[src/rtl/uart_matrix_loader_pkg.sv]
// Shared types and helpers for the UART matrix loader.
// The top-level build option UART_LOADER_TIMEOUT_EN lives in uart_matrix_loader.sv.
package matrix_loader_pkg;

  // Frame fill sequence: matrix A, then matrix B, then hand-off to the multiplier.
  typedef enum logic [1:0] {
    LOAD_A = 2'd0,
    LOAD_B = 2'd1,
    COMMIT = 2'd2
  } state_e;

  // Default geometry: 4x4 matrices of bytes, 64k-cycle inter-byte gap limit.
  localparam int DEFAULT_DIM            = 4;
  localparam int DEFAULT_ELEM_W         = 8;
  localparam int DEFAULT_TIMEOUT_CYCLES = 65536;

  // Bytes per element.
  function automatic int bpe_of(input int elem_w);
    return elem_w / 8;
  endfunction

  // Elements per matrix.
  function automatic int n_elem_of(input int dim);
    return dim * dim;
  endfunction

  // Flat bit offset of element idx; element 0 sits at the MSBs (row-major).
  function automatic int elem_lsb(input int idx, input int n_elem, input int elem_w);
    return (n_elem - 1 - idx) * elem_w;
  endfunction

endpackage

[src/rtl/uart_matrix_loader_packer.sv]
// byte_elem_packer: assembles ELEM_W-bit elements from an MSB-first byte stream.
// o_elem/o_elem_valid are combinational from the completing byte, so the parent
// can store the element on the same edge that the last byte is accepted.
module byte_elem_packer
  import matrix_loader_pkg::*;
#(
  parameter int ELEM_W = DEFAULT_ELEM_W
) (
  input  logic              i_clk,
  input  logic              i_reset,
  input  logic [7:0]        i_byte,
  input  logic              i_valid,
  input  logic              i_flush,
  output logic [ELEM_W-1:0] o_elem,
  output logic              o_elem_valid
);

  localparam int BPE   = bpe_of(ELEM_W);
  localparam int IDX_W = (BPE > 1) ? $clog2(BPE) : 1;

  logic [ELEM_W-1:0] shift_q, shift_d;
  logic [IDX_W-1:0]  byte_idx_q, byte_idx_d;
  logic              last_byte;

  // Earlier bytes move up one byte lane; the incoming byte fills the LSBs.
  assign o_elem    = (shift_q << 8) | ELEM_W'(i_byte);
  assign last_byte = (byte_idx_q == IDX_W'(BPE - 1));

  // Next-state for the assembler: flush wins over an incoming byte.
  always_comb begin
    // NOTE: every always_comb output gets a default first so no path can infer a latch.
    shift_d      = shift_q;
    byte_idx_d   = byte_idx_q;
    o_elem_valid = 1'b0;
    if (i_flush) begin
      shift_d    = '0;
      byte_idx_d = '0;
    end else if (i_valid) begin
      if (last_byte) begin
        o_elem_valid = 1'b1;
        shift_d      = '0;
        byte_idx_d   = '0;
      end else begin
        shift_d    = o_elem;
        byte_idx_d = byte_idx_q + 1'b1;
      end
    end
  end

  // Assembler state registers.
  always_ff @(posedge i_clk or posedge i_reset) begin
    // NOTE: sequential state uses non-blocking assignments so all flops update together.
    if (i_reset) begin
      shift_q    <= '0;
      byte_idx_q <= '0;
    end else begin
      shift_q    <= shift_d;
      byte_idx_q <= byte_idx_d;
    end
  end

endmodule

[src/rtl/uart_matrix_loader.sv]
// uart_matrix_loader: packs a UART byte stream into matrices A and B, double-buffers
// them and hands complete frames to the systolic multiplier with a one-cycle o_start.
// Build option: define UART_LOADER_TIMEOUT_EN to discard partial frames after
// TIMEOUT_CYCLES idle cycles (o_frame_err pulses); otherwise o_frame_err is 0.
module uart_matrix_loader
  import matrix_loader_pkg::*;
#(
  parameter int DIM            = DEFAULT_DIM,
  parameter int ELEM_W         = DEFAULT_ELEM_W,
  parameter int TIMEOUT_CYCLES = DEFAULT_TIMEOUT_CYCLES
) (
  input  logic                               i_clk,
  input  logic                               i_reset,
  input  logic [7:0]                         i_data,
  input  logic                               i_data_valid,
  input  logic                               i_clear,
  input  logic                               i_mul_busy,
  output logic [DIM*DIM*ELEM_W-1:0]          o_mat_a,
  output logic [DIM*DIM*ELEM_W-1:0]          o_mat_b,
  output logic                               o_start,
  output logic [$clog2(2*DIM*DIM+1)-1:0]     o_level,
  output logic                               o_overrun,
  output logic                               o_frame_err
);

  localparam int N_ELEM = n_elem_of(DIM);
  localparam int MAT_W  = N_ELEM * ELEM_W;
  localparam int LVL_W  = $clog2(2 * N_ELEM + 1);
  localparam int EI_W   = $clog2(N_ELEM);

  // Elaboration-time parameter sanity checks.
  if (DIM < 2) begin : g_bad_dim
    $error("uart_matrix_loader: DIM must be at least 2");
  end
  if ((ELEM_W % 8) != 0 || ELEM_W < 8 || ELEM_W > 32) begin : g_bad_elem_w
    $error("uart_matrix_loader: ELEM_W must be a multiple of 8 in 8..32");
  end
  if (TIMEOUT_CYCLES < 2) begin : g_bad_timeout
    $error("uart_matrix_loader: TIMEOUT_CYCLES must be at least 2");
  end

  state_e            state_q, state_d;
  logic [EI_W-1:0]   elem_idx_q, elem_idx_d;
  logic [LVL_W-1:0]  level_q, level_d;
  logic [MAT_W-1:0]  work_a_q, work_a_d;
  logic [MAT_W-1:0]  work_b_q, work_b_d;
  logic [MAT_W-1:0]  mat_a_q, mat_a_d;
  logic [MAT_W-1:0]  mat_b_q, mat_b_d;
  logic              start_q, start_d;
  logic              overrun_q, overrun_d;

  logic              timeout;
  logic              flush;
  logic              byte_accept;
  logic [ELEM_W-1:0] elem;
  logic              elem_valid;
  logic              last_elem;

  // Bytes are only taken while filling; anything arriving in COMMIT is dropped.
  assign byte_accept = i_data_valid && (state_q != COMMIT);
  assign flush       = i_clear || timeout;
  assign last_elem   = (elem_idx_q == EI_W'(N_ELEM - 1));

  byte_elem_packer #(
    .ELEM_W (ELEM_W)
  ) u_packer (
    .i_clk        (i_clk),
    .i_reset      (i_reset),
    .i_byte       (i_data),
    .i_valid      (byte_accept),
    .i_flush      (flush),
    .o_elem       (elem),
    .o_elem_valid (elem_valid)
  );

`ifdef UART_LOADER_TIMEOUT_EN
  localparam int GAP_W = $clog2(TIMEOUT_CYCLES);

  logic [GAP_W-1:0] gap_q, gap_d;
  logic             frame_open_q, frame_open_d;
  logic             frame_err_q;
  logic             gap_run;

  // The gap counter only runs while a partially received frame is open.
  assign gap_run = (state_q != COMMIT) && frame_open_q;

  // Gap counter: restarts on every byte strobe and fires once on reaching the limit.
  always_comb begin
    gap_d        = gap_q;
    timeout      = 1'b0;
    frame_open_d = frame_open_q;
    if (i_clear || i_data_valid || !gap_run) begin
      gap_d = '0;
    end else if (gap_q == GAP_W'(TIMEOUT_CYCLES - 1)) begin
      gap_d   = '0;
      timeout = 1'b1;
    end else begin
      gap_d = gap_q + 1'b1;
    end
    if (i_clear || timeout || state_q == COMMIT) begin
      frame_open_d = 1'b0;
    end else if (byte_accept) begin
      frame_open_d = 1'b1;
    end
  end

  // Gap counter registers and the registered frame-error pulse.
  always_ff @(posedge i_clk or posedge i_reset) begin
    if (i_reset) begin
      gap_q        <= '0;
      frame_open_q <= 1'b0;
      frame_err_q  <= 1'b0;
    end else begin
      gap_q        <= gap_d;
      frame_open_q <= frame_open_d;
      frame_err_q  <= timeout;
    end
  end

  assign o_frame_err = frame_err_q;
`else
  assign timeout     = 1'b0;
  assign o_frame_err = 1'b0;
`endif

  // Frame FSM next-state: fill A, fill B, then commit when the multiplier is free.
  always_comb begin
    state_d    = state_q;
    elem_idx_d = elem_idx_q;
    level_d    = level_q;
    work_a_d   = work_a_q;
    work_b_d   = work_b_q;
    mat_a_d    = mat_a_q;
    mat_b_d    = mat_b_q;
    start_d    = 1'b0;
    overrun_d  = overrun_q;
    if (flush) begin
      // Abort the frame in progress; committed matrices are kept.
      state_d    = LOAD_A;
      elem_idx_d = '0;
      level_d    = '0;
      if (i_clear) begin
        overrun_d = 1'b0;
      end
    end else begin
      case (state_q)
        LOAD_A: begin
          if (elem_valid) begin
            work_a_d[elem_lsb(int'(elem_idx_q), N_ELEM, ELEM_W) +: ELEM_W] = elem;
            level_d = level_q + 1'b1;
            if (last_elem) begin
              elem_idx_d = '0;
              state_d    = LOAD_B;
            end else begin
              elem_idx_d = elem_idx_q + 1'b1;
            end
          end
        end
        LOAD_B: begin
          if (elem_valid) begin
            work_b_d[elem_lsb(int'(elem_idx_q), N_ELEM, ELEM_W) +: ELEM_W] = elem;
            level_d = level_q + 1'b1;
            if (last_elem) begin
              elem_idx_d = '0;
              state_d    = COMMIT;
            end else begin
              elem_idx_d = elem_idx_q + 1'b1;
            end
          end
        end
        COMMIT: begin
          if (!i_mul_busy) begin
            mat_a_d = work_a_q;
            mat_b_d = work_b_q;
            start_d = 1'b1;
            level_d = '0;
            state_d = LOAD_A;
          end else if (i_data_valid) begin
            overrun_d = 1'b1;
          end
        end
        default: begin
          state_d    = LOAD_A;
          elem_idx_d = '0;
          level_d    = '0;
        end
      endcase
    end
  end

  // FSM, buffers and registered outputs.
  always_ff @(posedge i_clk or posedge i_reset) begin
    if (i_reset) begin
      // NOTE: the wide working and committed buffers are reset too, so o_mat_a/o_mat_b
      // read as zero after reset rather than as stale data.
      state_q    <= LOAD_A;
      elem_idx_q <= '0;
      level_q    <= '0;
      work_a_q   <= '0;
      work_b_q   <= '0;
      mat_a_q    <= '0;
      mat_b_q    <= '0;
      start_q    <= 1'b0;
      overrun_q  <= 1'b0;
    end else begin
      state_q    <= state_d;
      elem_idx_q <= elem_idx_d;
      level_q    <= level_d;
      work_a_q   <= work_a_d;
      work_b_q   <= work_b_d;
      mat_a_q    <= mat_a_d;
      mat_b_q    <= mat_b_d;
      start_q    <= start_d;
      overrun_q  <= overrun_d;
    end
  end

  assign o_mat_a   = mat_a_q;
  assign o_mat_b   = mat_b_q;
  assign o_start   = start_q;
  assign o_level   = level_q;
  assign o_overrun = overrun_q;

endmodule
[config.mk]
export PLATFORM = sky130hd
export DESIGN_NAME = uart_matrix_loader
export DESIGN_NICKNAME = d
export VERILOG_FILES = /design/src/rtl/uart_matrix_loader_pkg.sv /design/src/rtl/uart_matrix_loader_packer.sv /design/src/rtl/uart_matrix_loader.sv
export SDC_FILE = /design/constraint.sdc
export NUM_CORES = 1
export LEC_CHECK = 0
export ABC_AREA = 1
export BUFFER_PORTS_ARGS = -buffer_cell sky130_fd_sc_hd__buf_2
export CAP_MARGIN = 20
export CELL_PAD_IN_SITES_DETAIL_PLACEMENT = 0
export CELL_PAD_IN_SITES_GLOBAL_PLACEMENT = 1
export CORE_MARGIN = 2
export CORE_UTILIZATION = 30
export CTS_CLUSTER_DIAMETER = 150
export CTS_CLUSTER_SIZE = 30
export DETAILED_ROUTE_END_ITERATION = 6
export PLACE_DENSITY = 0.62
export SLEW_MARGIN = 15
export SYNTH_ARGS = -nofsm -noshare
export SYNTH_HDL_FRONTEND = slang
export SYNTH_SLANG_ARGS = --single-unit
export TNS_END_PERCENT = 100
[constraint.sdc]
create_clock -name i_clk -period 17.4 [get_ports i_clk]
set_clock_uncertainty 0.05 [all_clocks]
set_input_delay 0 -clock i_clk [delete_from_list [all_inputs] [get_ports i_clk]]
set_output_delay 0 -clock i_clk [all_outputs]
set_load 0.01 [all_outputs]
==> impl_metrics.json, run 1 <==
{
  "first_pass_iters": 5,
  "grt.total_usage_pct": 17.2,
  "rows": 97,
  "ys_types": 34,
  "power_density_mw_per_mm2": 83.6,
  "cts_buffers": 21,
  "arrival_ps": 3650,
  "syn_area_mm2": 0.0212,
  "path_clk_slew_ps": 130,
  "grt_max_degree": 163,
  "hp-class": "input port to async pin",
  "crit_family": "simple AND/OR/NAND/NOR gates",
  "grt_pass1_vias": 15800,
  "diodes": 0,
  "start_kind": "flip-flop",
  "finalNetCount": 2483,
  "synth_warnings": 0,
  "cts.repair.resized": 0,
  "r2r-end": "work_a_q[104]",
  "initial_core_util_pct": 30.3,
  "pin_count": 278,
  "placed_area_mm2": 0.0232,
  "tritoncts": "done",
  "synth_top_area_share_pct": 62.0,
  "rr_worst_depth": 9,
  "async_reset_ff_share_pct": 100,
  "rr_startpoint": "elem_idx_q[0]",
  "syn_inst": 2267,
  "postLayoutCellArea_mm2": 0.0239,
  "ys.flop_type": "dfrtp_1",
  "grt_antenna_before_repair": 0,
  "drive_above_1_share_pct": 15.0,
  "synth.net_count": 2283,
  "portBuffers": 276,
  "worst_pin_slew_ps": 1060,
  "crit_path_frequent_cell": "inv_1",
  "die_w_um": 270,
  "clockBufferDepth": 3,
  "power_mw": 2.00,
  "drt_iter0_drc": 1193,
  "vias": 15800,
  "crit_chain": "nand3_1 -> inv_1 -> ha_2 -> inv_1 -> buf_4 -> nand2_1 -> nor2_8 -> nand3_4 -> o21ai_0",
  "outcome": "completed",
  "final_util_pct": 34.2,
  "p_leak_nw": 12.7,
  "gp_congestion": 0.793,
  "worstSetupPathType": "flip-flop to flip-flop",
  "drv_cap": 0,
  "yosysMostFrequentCell": "nand2_1",
  "rsz0062_at_grt": "false",
  "tns_ps": 0,
  "htreeDepth": 1,
  "synth_edf_count": 0,
  "critPathMaxStageDelay_ps": 580,
  "peakVddDrop_v": 0.0000526,
  "critPathRequiredTime_ps": 17830,
  "setup_violations": 0,
  "fp.dieArea_mm2": 0.0729,
  "drc": 0,
  "core_mm2": 0.0700,
  "routed_wl_mm": 63.4,
  "hold_viol_final": 0,
  "ant_nets": 0,
  "synth_top_area_cell": "dfrtp_1",
  "cp_max_fo": 42,
  "clock_sinks": 526,
  "ys_top_cells_by_count": "nand2_1 (992), dfrtp_1 (526), o21ai_0 (138), nand3_1 (102), buf_2 (81)",
  "synth-seq-cells": 526,
  "reg2reg_slack_ps": 14180,
  "cp-end-kind": "flip-flop",
  "wl_per_cell_um": 18.6,
  "slew_violations": 0,
  "fp.dieH_um": 270,
  "max_freq_mhz": 311,
  "grt_overflow": 0,
  "maxSlewHeadroom_pct": 29.6,
  "dp_hpwl_mm": 43.6,
  "avgSynthCellArea_um2": 9.37,
  "area_growth_pct": 12.7,
  "critPathBufInv": 3,
  "via_per_inst": 4.65,
  "period_minus_slack_ps": 3220,
  "hold_slack_ps": 30.8,
  "period_share_pct": 18.5,
  "root_buffer": "clkbuf_16",
  "insertion_delay_ps": 570,
  "grt_pass1_wl_mm": 98.5,
  "ys_seq_area_share_pct": 62.0,
  "synth_area_leaders": "dfrtp_1 (62%), nand2_1 (18%), o21ai_0 (3.3%)",
  "crit_slowest_cell": "ha_2"
}
[worst max path at each step]
stage | end | from | slack (ps) | cells past startpoint
after floorplan | elem_idx_q[0] | i_reset | 2650 | 1
after global placement | o_mat_a[6] | i_reset | 14100 | 5
after detailed placement | o_mat_b[5] | i_reset | 14010 | 5
after CTS | o_mat_a[3] | i_reset | 14090 | 6
after global routing | work_a_q[4] | elem_idx_q[0] | 13900 | 10
final | work_a_q[104] | elem_idx_q[0] | 14180 | 9
[worst min-delay path, stage by stage]
cell           delay [ps]
dlygate4sd3_1         540
buf_2                 150
inv_8                 460
[area by class of cell]
cell class                      instances  area (µm²)
Clock inverter                          1        16.3
Tap cell                              940        1180
Fill cell                            7277       46100
Sequential cell                       526       13200
Inverter                               90         355
Timing Repair Buffer                  304        1680
Clock buffer                           22         539
Multi-Input combinational cell       1524        7010
[routing by layer]
metal  global-route usage, %  share of wire, %
met1                    23.9                46
met2                    28.4                47
met3                    2.17               4.0
met4                    4.42               2.7
met5                       0                 0
[registers in the layout, indices dropped and copies added, names as in the netlist]
register    flops
work_b_q      128
state_q         2
o_overrun       1
o_start         1
o_mat_a       128
o_mat_b       128
o_level         6
elem_idx_q      4
work_a_q      128
[power by group]
| part | internal (mW) | switching (mW) |
|---|---|---|
| logic | 0.0313 | 0.0968 |
| registers | 1.25 | 0.0160 |
| clock network | 0.226 | 0.381 |
[cell families (layout without fill, tap and decap cells)]
| group | after synthesis | count (layout) | synth area share, % |
|---|---|---|---|
| AOI/OAI and AO/OA | 271 | 271 | 7.17 |
| xor gates and xnor gates | 2 | 2 | 0.0825 |
| adders and majority gates | 3 | 3 | 0.177 |
| buffers and inverters | 217 | 417 | 5.05 |
| DFF | 526 | 526 | 62.0 |
| other | 1 | 1 | 0.0177 |
| and+or+nand+nor | 1247 | 1247 | 25.5 |
[metrics by stage]
step                cells  setup slack, ps
floorplan            2267             2650
global placement     3368            14100
detailed placement   3368            14010
CTS                  3405            14090
global route         3407            13900
finish               3407            14180
[layout by cell type (no fill, tap or decap), types with 2 or more instances in the layout]
master / instances
nand3_4: 14
nand3_1: 102
o21bai_1: 64
nand2_1: 992
clkbuf_16: 21
nand3_2: 13
o21ai_0: 138
buf_2: 276
inv_2: 7
nand4_1: 68
a21oi_1: 2
nor2_1: 38
inv_1: 79
xor2_1: 2
dfrtp_1: 526
dlygate4sd3_1: 14
o21ai_1: 63
nand2_2: 2
buf_4: 11
buf_16: 2
ha_1: 2
nor2_8: 5
o31ai_1: 2
nor2_4: 8
inv_8: 2
[repair_timing]
| item | CTS | global route |
|---|---|---|
| buffers inserted | 0 | 0 |
| hold endpoints to repair | 170 | 0 |
| hold buffers | 14 | 0 |
Note: power is estimated with default switching activity, not from simulation.
==> run 2, diff against run 1 <==
Settings changed: ABC_AREA 1 to 0, PLACE_DENSITY 0.62 to 0.6.
Clock period 17.4 ns to 2.6 ns, I/O delays scaled along.
==> run 2 against run 1 <==
Compared with the run above: synthesized area is 3.3% lower; combinational power grew to 7.3 times the previous value; worst setup slack worse by 14000 ps; synthesized cell count is 38% lower; sequential share of layout area is 0.57 points lower; wire length is 13% lower; critical path depth is 3 lower; largest power group unchanged; highest routed layer is now met5.
==> impl_metrics.json, run 2 <==
{
  "placed_area_mm2": 0.0234,
  "fp.dieH_um": 266,
  "crit_family": "simple AND/OR/NAND/NOR gates",
  "power_mw": 13.5,
  "htreeDepth": 1,
  "cts_setup_buffers": 0,
  "syn_area_mm2": 0.0205,
  "tns_ps": 0,
  "drc": 0,
  "mostFrequentLayoutCells": "dfrtp_1 (526), mux2_2 (393), buf_2 (276)",
  "drive_above_1_share_pct": 47.8,
  "drv_cap": 0,
  "cp_max_fo": 8,
  "first_pass_iters": 4,
  "crit_path_frequent_cell": "or3_1",
  "final_common_cell": "dfrtp_1",
  "fp.dieArea_mm2": 0.0706,
  "insertion_delay_ps": 590,
  "root_buffer": "clkbuf_16",
  "clockBufferDepth": 3,
  "maxSlewHeadroom_pct": 58.1,
  "slew_violations": 0,
  "final_util_pct": 35.8,
  "max_freq_mhz": 398,
  "core_mm2": 0.0675,
  "diodes": 0,
  "async_reset_ff_share_pct": 100,
  "rows": 95,
  "ys.flop_type": "dfrtp_1",
  "vias": 12200,
  "via_per_inst": 4.72,
  "critPathRequiredTime_ps": 3010,
  "grt_pass1_wl_mm": 83.9,
  "combinationalPowerShare_pct": 6.9,
  "synth_area_leaders": "dfrtp_1 (64%), mux2_2 (22%), o21ai_0 (3.3%)",
  "critPathBufInv": 1,
  "portBuffers": 276,
  "period_share_pct": 96.7,
  "crit_chain": "and3_1 -> ha_1 -> or3_1 -> or3_1 -> buf_4 -> mux2_4",
  "clkPwrFrac_pct": 30.2,
  "internal_power_mw": 10.2,
  "stdcell_count": 2592,
  "initial_core_util_pct": 30.4,
  "synth-seq-cells": 526,
  "outcome": "completed",
  "power_density_mw_per_mm2": 556,
  "hp-class": "input port to flip-flop",
  "area_growth_pct": 17.8,
  "hold_viol_final": 0,
  "path_clk_slew_ps": 120,
  "ys_types": 52,
  "worst_pin_slew_ps": 628,
  "synth_warnings": 0,
  "ys_seq_area_share_pct": 64.1,
  "grt_use_met2_pct": 25.2,
  "grt_pass1_vias": 12800,
  "ant_nets": 0,
  "worstSetupPathType": "flip-flop to flip-flop",
  "period_minus_slack_ps": 2510,
  "grt_max_degree": 108,
  "start_kind": "flip-flop",
  "grt_overflow": 0,
  "grt_util_met3_pct": 3.77,
  "grt_util_met1_pct": 21.3,
  "pwr-share-seq_pct": 62.9,
  "wl_per_cell_um": 21.4,
  "synth.net_count": 1426,
  "p_sw_share_pct": 24.5,
  "yosysMostFrequentCell": "dfrtp_1",
  "gp_congestion": 0.818,
  "finalNetCount": 1735,
  "drt_iter0_drc": 615,
  "setup_violations": 0,
  "grt.total_usage_pct": 15.6,
  "crit_slowest_cell": "or3_1",
  "tritoncts": "done",
  "ys_top_cells_by_count": "dfrtp_1 (526), mux2_2 (393), o21ai_0 (136), nand2_1 (42), clkbuf_1 (39)",
  "clock_sinks": 526,
  "syn_inst": 1410,
  "routed_wl_mm": 55.4,
  "dp_cells": 2554,
  "p_leak_nw": 12.6,
  "top_usage_layer": "met2",
  "synth_edf_count": 0,
  "peakVddDrop_v": 0.000343,
  "p_switching_mw": 3.29,
  "grt_antenna_before_repair": 2,
  "die_w_um": 266,
  "critPathMaxStageDelay_ps": 510,
  "avgSynthCellArea_um2": 14.6,
  "postLayoutCellArea_mm2": 0.0242,
  "synth_top_area_cell": "dfrtp_1",
  "cp-end-kind": "flip-flop",
  "arrival_ps": 2920,
  "dp_hpwl_mm": 39.7,
  "pin_count": 278,
  "synth_top_area_share_pct": 64.1,
  "cts_buffers": 21
}
==> run 2: cell types whose count changed after synthesis, moves of 47 or more <==
cell,change
buf_2,-48
inv_1,-61
mux2_2,+393
nand2_1,-950
nand3_1,-73
nand4_1,-64
o21ai_1,-47
o21bai_1,-64
==> run 2: tightest hold or removal path, stage by stage <==
cell	delay, ps
dlygate4sd3_1	560
buf_2	250
nor2_1	80
==> run 2: cell families (layout without fill, tap and decap cells) <==
family	Yosys count	after routing	synth area share, %
AOI/OAI and AO/OA	166	166	4.31
xor gates and xnor gates	2	2	0.122
adders and majority gates	3	3	0.183
buffers and inverters	98	407	2.17
DFF	526	526	64.1
muxes	433	433	24.1
other	1	1	0.0183
and+or+nand+nor	181	181	5.05
==> run 2: final timing paths <==
| check | slack [ps] | end | depth (start not counted) | from |
|---|---|---|---|---|
| setup / recovery | 90 | work_b_q[83] | 6 | elem_idx_q[1] |
| hold / removal | 280 | state_q[1] | 3 | i_clear |
| setup reg to reg | 90 | work_b_q[83] | 6 | elem_idx_q[1] |
| hold reg to reg | 440 | o_level[5] | 1 | o_level[5] |
| max in group asynchronous | 1030 | work_a_q[10] | 6 | i_reset |
| min in group asynchronous | 520 | o_mat_a[7] | 4 | i_reset |
==> run 2: metal layers <==
layer / vias to the layer above / part of all wire [%]
li1: 5563 / -
met1: 6400 / 45
met2: 226 / 47
met3: 55 / 5.7
met4: 2 / 2.2
met5: - / 0.023
==> run 2: area by class of cell <==
cell class / count / area [µm²]
Fill cell: 6560 / 43300
Sequential cell: 526 / 13200
Multi-Input combinational cell: 786 / 6990
Timing Repair Buffer: 365 / 2320
Tap cell: 873 / 1090
Clock buffer: 21 / 526
Inverter: 19 / 75.1
Clock inverter: 2 / 25.0
==> run 2: per-stage QoR <==
| step | setup WS (ps) | hold WS (ps) |
|---|---|---|
| after floorplan | -4600 | 91.6 |
| after global placement | 19.9 | -4.74 |
| after detailed placement | 28.8 | -6.43 |
| after CTS | 7.86 | 231 |
| after global routing | -5.31 | 271 |
| final | 86.0 | 285 |
==> run 2: power groups by stage <==
stage | clock network, mW | registers [mW] | logic, mW
2_1_floorplan | 0 | 8.59 | 0.544
5_1_grt | 4.55 | 8.49 | 1.04
3_3_place_gp | 0 | 8.62 | 0.921
6_report | 4.06 | 8.46 | 0.932
3_5_place_dp | 0 | 8.63 | 0.933
4_1_cts | 4.29 | 8.47 | 0.953
==> run 2: timing repair <==
action                                  4_1_cts  5_1_grt
resized for setup                             1        7
cloned                                        0        0
hold buffers                                 15        0
endpoints found under the setup margin        2       86
endpoints found under the hold margin       365        0
